File: config.mk
export PLATFORM = sky130hd
export DESIGN_NAME = bt_cmd_scheduler
export DESIGN_NICKNAME = d
export VERILOG_FILES = /design/src/rtl/bt_cmd_scheduler.sv
export SDC_FILE = /design/constraint.sdc
export NUM_CORES = 1
export LEC_CHECK = 0
export ABC_AREA = 1
export BUFFER_PORTS_ARGS = -buffer_cell sky130_fd_sc_hd__buf_4
export CAP_MARGIN = 15
export CORE_UTILIZATION = 38
export CTS_CLUSTER_DIAMETER = 30
export DETAILED_ROUTE_END_ITERATION = 8
export SKIP_LAST_GASP = 1
export SLEW_MARGIN = 10
export SYNTH_ARGS = -nofsm -noshare
export SYNTH_HDL_FRONTEND = slang
export SYNTH_SLANG_ARGS = --single-unit
export TNS_END_PERCENT = 30
File: constraint.sdc
create_clock -name clk -period 20.5 [get_ports clk]
set_clock_uncertainty 0.15 [all_clocks]
set_input_delay 2.05 -clock clk [delete_from_list [all_inputs] [get_ports clk]]
set_output_delay 2.05 -clock clk [all_outputs]
set_load 0.03 [all_outputs]
File: src/rtl/bt_cmd_scheduler.sv
// Purpose: shares the BLE AT-command encoder between host TX payloads and a periodic RX poll,
//          then streams each encoded frame to the UART LSB byte first.
// Latency: first uart byte is offered 4 cycles after the grant; backpressure: uart_ready_i stalls SEND with data held.
//
// Ports:
//   clk, reset              clock and asynchronous active-high reset
//   tx_valid_i/tx_data_i    host payload request; tx_ready_o is the combinational accept
//   poll_enable_i           runs the RX-poll timer
//   enc_*                   encoder start pulse, command select, payload, done level, encoded frame
//   uart_*                  byte stream to the UART transmitter (valid/ready)
//   busy_o, cmd_done_o, err_timeout_o, last_kind_o   status
module bt_cmd_scheduler #(
    parameter int POLL_PERIOD    = 1000000,
    parameter int ENC_TIMEOUT    = 255,
    parameter int TX_FRAME_BYTES = 18,
    parameter int RX_FRAME_BYTES = 13
) (
    input  logic         clk,
    input  logic         reset,
    input  logic         tx_valid_i,
    input  logic [31:0]  tx_data_i,
    output logic         tx_ready_o,
    input  logic         poll_enable_i,
    output logic         enc_start_o,
    output logic [3:0]   enc_cmd_select_o,
    output logic [31:0]  enc_input_data_o,
    input  logic         enc_done_i,
    input  logic [143:0] enc_output_data_i,
    output logic [7:0]   uart_data_o,
    output logic         uart_valid_o,
    input  logic         uart_ready_i,
    output logic         busy_o,
    output logic         cmd_done_o,
    output logic         err_timeout_o,
    output logic         last_kind_o
);

    localparam logic [2:0] ST_IDLE      = 3'd0;
    localparam logic [2:0] ST_START     = 3'd1;
    localparam logic [2:0] ST_WAIT_BUSY = 3'd2;
    localparam logic [2:0] ST_WAIT_DONE = 3'd3;
    localparam logic [2:0] ST_SEND      = 3'd4;

    localparam int PW   = $clog2(POLL_PERIOD);
    localparam int WW   = $clog2(ENC_TIMEOUT + 1);
    localparam int MAXB = (TX_FRAME_BYTES > RX_FRAME_BYTES) ? TX_FRAME_BYTES : RX_FRAME_BYTES;
    localparam int IW   = $clog2(MAXB + 1);

    localparam logic [PW-1:0] POLL_LAST = PW'(POLL_PERIOD - 1);
    localparam logic [WW-1:0] WAIT_LAST = WW'(ENC_TIMEOUT - 1);
    localparam logic [IW-1:0] TX_LAST   = IW'(TX_FRAME_BYTES - 1);
    localparam logic [IW-1:0] RX_LAST   = IW'(RX_FRAME_BYTES - 1);

    logic [2:0]    state_q, state_d;
    logic [PW-1:0] poll_cnt_q, poll_cnt_d;
    logic          poll_pend_q, poll_pend_d;
    logic [WW-1:0] wait_cnt_q, wait_cnt_d;
    logic [IW-1:0] idx_q, idx_d;
    logic [143:0]  frame_q, frame_d;
    logic [3:0]    sel_q, sel_d;
    logic [31:0]   in_data_q, in_data_d;
    logic          start_q, start_d;
    logic          done_q, done_d;
    logic          err_q, err_d;
    logic          last_kind_q, last_kind_d;

    logic          in_idle;
    logic          grant_tx;
    logic          grant_rx;
    logic          poll_wrap;
    logic [IW-1:0] last_idx;

    assign in_idle   = (state_q == ST_IDLE);
    // Round-robin: on a tie the kind opposite to the last grant wins.
    assign grant_tx  = in_idle && tx_valid_i && (!poll_pend_q || last_kind_q);
    assign grant_rx  = in_idle && poll_pend_q && (!tx_valid_i || !last_kind_q);
    assign poll_wrap = poll_enable_i && (poll_cnt_q == POLL_LAST);
    assign last_idx  = last_kind_q ? RX_LAST : TX_LAST;

    always_comb begin
        state_d     = state_q;
        poll_cnt_d  = poll_cnt_q;
        poll_pend_d = poll_pend_q;
        wait_cnt_d  = wait_cnt_q;
        idx_d       = idx_q;
        frame_d     = frame_q;
        sel_d       = sel_q;
        in_data_d   = in_data_q;
        start_d     = 1'b0;
        done_d      = 1'b0;
        err_d       = 1'b0;
        last_kind_d = last_kind_q;

        if (!poll_enable_i || poll_wrap) begin
            poll_cnt_d = '0;
        end else begin
            poll_cnt_d = poll_cnt_q + 1'b1;
        end
        // A wrap in the same cycle as an RX grant re-arms the poll.
        if (poll_wrap) begin
            poll_pend_d = 1'b1;
        end else if (grant_rx) begin
            poll_pend_d = 1'b0;
        end

        case (state_q)
            ST_IDLE: begin
                if (grant_tx || grant_rx) begin
                    state_d     = ST_START;
                    start_d     = 1'b1;
                    last_kind_d = grant_rx;
                    sel_d       = grant_rx ? 4'd2 : 4'd1;
                    in_data_d   = grant_tx ? tx_data_i : 32'd0;
                    wait_cnt_d  = '0;
                end
            end
            ST_START: begin
                state_d    = ST_WAIT_BUSY;
                wait_cnt_d = '0;
            end
            ST_WAIT_BUSY: begin
                if (!enc_done_i) begin
                    state_d    = ST_WAIT_DONE;
                    wait_cnt_d = '0;
                end else if (wait_cnt_q == WAIT_LAST) begin
                    state_d = ST_IDLE;
                    err_d   = 1'b1;
                end else begin
                    wait_cnt_d = wait_cnt_q + 1'b1;
                end
            end
            ST_WAIT_DONE: begin
                if (enc_done_i) begin
                    frame_d = enc_output_data_i;
                    idx_d   = '0;
                    state_d = ST_SEND;
                end else if (wait_cnt_q == WAIT_LAST) begin
                    state_d = ST_IDLE;
                    err_d   = 1'b1;
                end else begin
                    wait_cnt_d = wait_cnt_q + 1'b1;
                end
            end
            ST_SEND: begin
                if (uart_ready_i) begin
                    if (idx_q == last_idx) begin
                        state_d = ST_IDLE;
                        done_d  = 1'b1;
                        idx_d   = '0;
                    end else begin
                        idx_d = idx_q + 1'b1;
                    end
                end
            end
            default: begin
                state_d = ST_IDLE;
            end
        endcase
    end

    always_ff @(posedge clk or posedge reset) begin
        if (reset) begin
            state_q     <= ST_IDLE;
            poll_cnt_q  <= '0;
            poll_pend_q <= 1'b0;
            wait_cnt_q  <= '0;
            idx_q       <= '0;
            frame_q     <= '0;
            sel_q       <= 4'd0;
            in_data_q   <= 32'd0;
            start_q     <= 1'b0;
            done_q      <= 1'b0;
            err_q       <= 1'b0;
            last_kind_q <= 1'b1;
        end else begin
            state_q     <= state_d;
            poll_cnt_q  <= poll_cnt_d;
            poll_pend_q <= poll_pend_d;
            wait_cnt_q  <= wait_cnt_d;
            idx_q       <= idx_d;
            frame_q     <= frame_d;
            sel_q       <= sel_d;
            in_data_q   <= in_data_d;
            start_q     <= start_d;
            done_q      <= done_d;
            err_q       <= err_d;
            last_kind_q <= last_kind_d;
        end
    end

    // tx_ready is a decode of live inputs; masking with reset keeps it low while reset is held.
    assign tx_ready_o       = grant_tx && !reset;
    assign enc_start_o      = start_q;
    assign enc_cmd_select_o = sel_q;
    assign enc_input_data_o = in_data_q;
    assign uart_valid_o     = (state_q == ST_SEND);
    assign uart_data_o      = frame_q[{idx_q, 3'b000} +: 8];
    assign busy_o           = !in_idle;
    assign cmd_done_o       = done_q;
    assign err_timeout_o    = err_q;
    assign last_kind_o      = last_kind_q;

endmodule

==> flow_metrics.py <==
metrics = {
    "floorplan": {
        "die_w_um": 169,
        "initial_utilization_pct": 39.0,
        "die-area_mm2": 0.0286,
        "fp.dieH_um": 169,
        "core_area_mm2": 0.0272,
        "num_rows": 60,
        "pin_count": 233,
    },
    "synthesis": {
        "syn_area_per_cell_um2": 7.88,
        "ys_ff_latch": 219,
        "syn_inst": 1346,
        "synth-async-reset-ratio_pct": 100,
        "netlist.area_leader.share_pct": 51.5,
        "ys_types": 34,
        "netlist_area_mm2": 0.0106,
        "synthTopCellsByArea": "dfrtp_1 (51%), nand2_1 (10%), inv_1 (6.8%), nor2_1 (6.3%), a21oi_1 (5.9%)",
        "yosysWarnings": 0,
        "synth_edf_count": 0,
        "yosysTopAreaCell": "dfrtp_1",
        "seq_area_frac_synth_pct": 51.7,
        "yosysMostFrequentCell": "nand2_1",
        "synthTopCellsByCount": "nand2_1 (295), dfrtp_1 (218), inv_1 (191)",
        "synth_ff_type": "dfrtp_1",
    },
    "run": {
        "cap_violations": 0,
    },
    "clocking": {
        "clk_latency_ns": 0.56,
        "cts.sinks": 219,
        "path_clk_slew_ns": 0.05,
        "hold_buffers": 0,
        "root_buffer": "clkbuf_16",
        "htreeDepth": 2,
        "cts_tree": "built",
        "cts_resized": 0,
        "cts_buffers": 53,
        "post_cts_buffers": 0,
        "clockBufferDepth": 3,
    },
    "power_and_ir_drop": {
        "sw_frac_of_total_pct": 34.8,
        "seqPwrFrac_pct": 31.0,
        "p_clk_share_pct": 38.8,
        "internal_power_mw": 1.42,
        "cellPowerDensity_mw_per_mm2": 152,
        "p_total_mw": 2.19,
        "ir_drop_uv": 73.6,
        "leakage_nw": 7.41,
        "pwr-share-comb_pct": 30.1,
        "p_sw_mw": 0.760,
    },
    "placement": {
        "gp_congestion": 0.815,
        "place_inst": 1888,
        "preCtsSetupSlack_ns": 15.29,
        "hpwl_um": 20300,
        "io_buffers": 230,
        "placedInstanceArea_mm2": 0.0125,
    },
    "sta": {
        "grt_setup_unrepaired": "false",
        "maxSlewViolCount": 0,
        "post-route-period-util_pct": 27.7,
        "final_hold_viol_count": 0,
        "tightest_slew_ns": 1.14,
        "clock.fmax_mhz": 176,
        "layout_min_cycle_time_ns": 5.67,
        "relSlewSlack_pct": 23.8,
        "finalSetupViolations": 0,
        "holdWs_ns": 0.342,
        "setup_slack_ns": 14.83,
        "setup_tns_ns": 0,
    },
    "setup_path": {
        "required_ns": 18.30,
        "crit_slowest_cell": "dfrtp_1",
        "r2r_end": "frame_q[118]$_DFFE_PP0P_",
        "crit_top_cell": "nand2_1",
        "r2r_slack_ns": 17.43,
        "cp-end-kind": "output pin",
        "path_class": "register to output pin",
        "reg2reg_depth": 6,
        "cp.arrival_ns": 3.47,
        "crit_chain": "inv_2, nand3_1, nand2_1, nand2_1, nand2_1, o21ai_0, nand2_1, buf_4",
        "critPathLaunchType": "register",
        "worstReg2RegStart": "state_q[2]$_DFFE_PP0P_",
        "slowest_delay_ns": 1.09,
        "cp_max_fo": 43,
    },
    "global_route": {
        "grt_pass1_wl_um": 47700,
        "grt_max_degree": 163,
        "overflow": 0,
        "antenna_found_initial": 1,
        "grtUsageTotal_pct": 20.9,
        "grt_pass1_vias": 9387,
    },
    "route": {
        "post_drt_wl_per_cell_um": 14.9,
        "drcViolationCount": 0,
        "postRouteAntennaNets": 0,
        "vias": 9398,
        "drtIter0Drc": 787,
        "dr.pass1.iters": 5,
        "routed_wl_um": 29600,
        "detail_route.vias_per_cell": 4.72,
    },
    "layout": {
        "final_cell_area_mm2": 0.0144,
        "syn2layout_area_growth_pct": 36.0,
        "nets": 1757,
        "instances_no_fill": 1989,
        "drive_gt1_share_pct": 23.6,
        "final_core_util_pct": 53.0,
    },
    "run_status": {
        "status": "completed",
    },
    "worst_hold_path": {
        "whs_endpoint": "poll_cnt_q[3]$_DFF_PP0_",
        "hp-class": "register to register",
        "worstHoldPathCells": 1,
        "hold_start": "poll_cnt_q[3]$_DFF_PP0_",
    },
}
==> layout make-up <==
cell class | instances | area [um2]
multi-input combinational | 867 | 4070
fill | 2589 | 12800
antenna | 1 | 2.50
sequential | 219 | 5490
inverter | 196 | 743
timing repair buffer | 234 | 1780
clock inverter | 33 | 405
tap | 372 | 465
clock buffer | 67 | 1460
==> logic make-up after synthesis <==
group	count (synthesis)	synth area share, %
adder cells (fa/ha/maj)	4	0.472
AND/OR/NAND/NOR	630	24.7
flip-flops	219	51.7
AO/OA/AOI/OAI	197	9.60
other	1	0.0354
XOR/XNOR	7	0.578
multiplexers	27	2.87
buffers and inverters	261	10.0
==> critical path, delay by kind of cell (launching register included) <==
| kind | cells | cell delay [ns] |
|---|---|---|
| simple gates | 5 | 0.60 |
| compound gates | 1 | 0.36 |
| flops | 1 | 1.09 |
| buf+inv | 2 | 0.83 |
==> worst max-delay path by stage <==
| stage | from | end | cells past startpoint |
|---|---|---|---|
| 3_5_place_dp | tx_valid_i | tx_ready_o | 5 |
| 5_1_grt | idx_q[0]$_DFFE_PP0P_ | uart_data_o[0] | 10 |
| 2_1_floorplan | reset | cmd_done_o$_DFF_PP0_ | 1 |
| 6_report | idx_q[1]$_DFFE_PP0P_ | uart_data_o[7] | 8 |
| 4_1_cts | idx_q[1]$_DFFE_PP0P_ | uart_data_o[6] | 8 |
| 3_3_place_gp | idx_q[0]$_DFFE_PP0P_ | uart_data_o[7] | 9 |
==> routing by layer <==
metal / track usage [%] / share of wire (%) / vias up
met4: 6.58 / 2.4 / 2
met1: 27.1 / 44 / 4341
met2: 33.8 / 46 / 303
met3: 6.15 / 7.7 / 56
li1: - / - / 4696
met5: 0 / 0.051 / -
==> sequential cells by signal, indices dropped and copies added, names as in the netlist <==
name              cells
cmd_done_o            1
enc_cmd_select_o      2
enc_input_data_o     32
enc_start_o           1
err_timeout_o         1
frame_q             144
idx_q                 5
last_kind_o           1
poll_cnt_q           20
poll_pend_q           1
state_q               3
wait_cnt_q            8
==> layout by cell type (no fill, tap or decap), types with 11 or more instances in the layout <==
master,n
a21oi_1,126
buf_4,233
clkbuf_16,53
clkinv_2,11
dfrtp_1,217
inv_1,190
mux2_2,25
nand2_1,295
nand3_1,117
nor2_1,177
nor3_1,13
o21ai_0,49
==> power by group through the flow <==
| stage | registers, mW | logic [mW] | clock network [mW] |
|---|---|---|---|
| after global placement | 0.678 | 0.650 | 0 |
| final | 0.678 | 0.658 | 0.849 |
| after detailed placement | 0.682 | 0.664 | 0 |
| after floorplan | 0.714 | 0.409 | 0 |
| after CTS | 0.678 | 0.667 | 0.862 |
| after global routing | 0.696 | 0.737 | 0.889 |
Note: power is estimated with default switching activity, not from simulation.
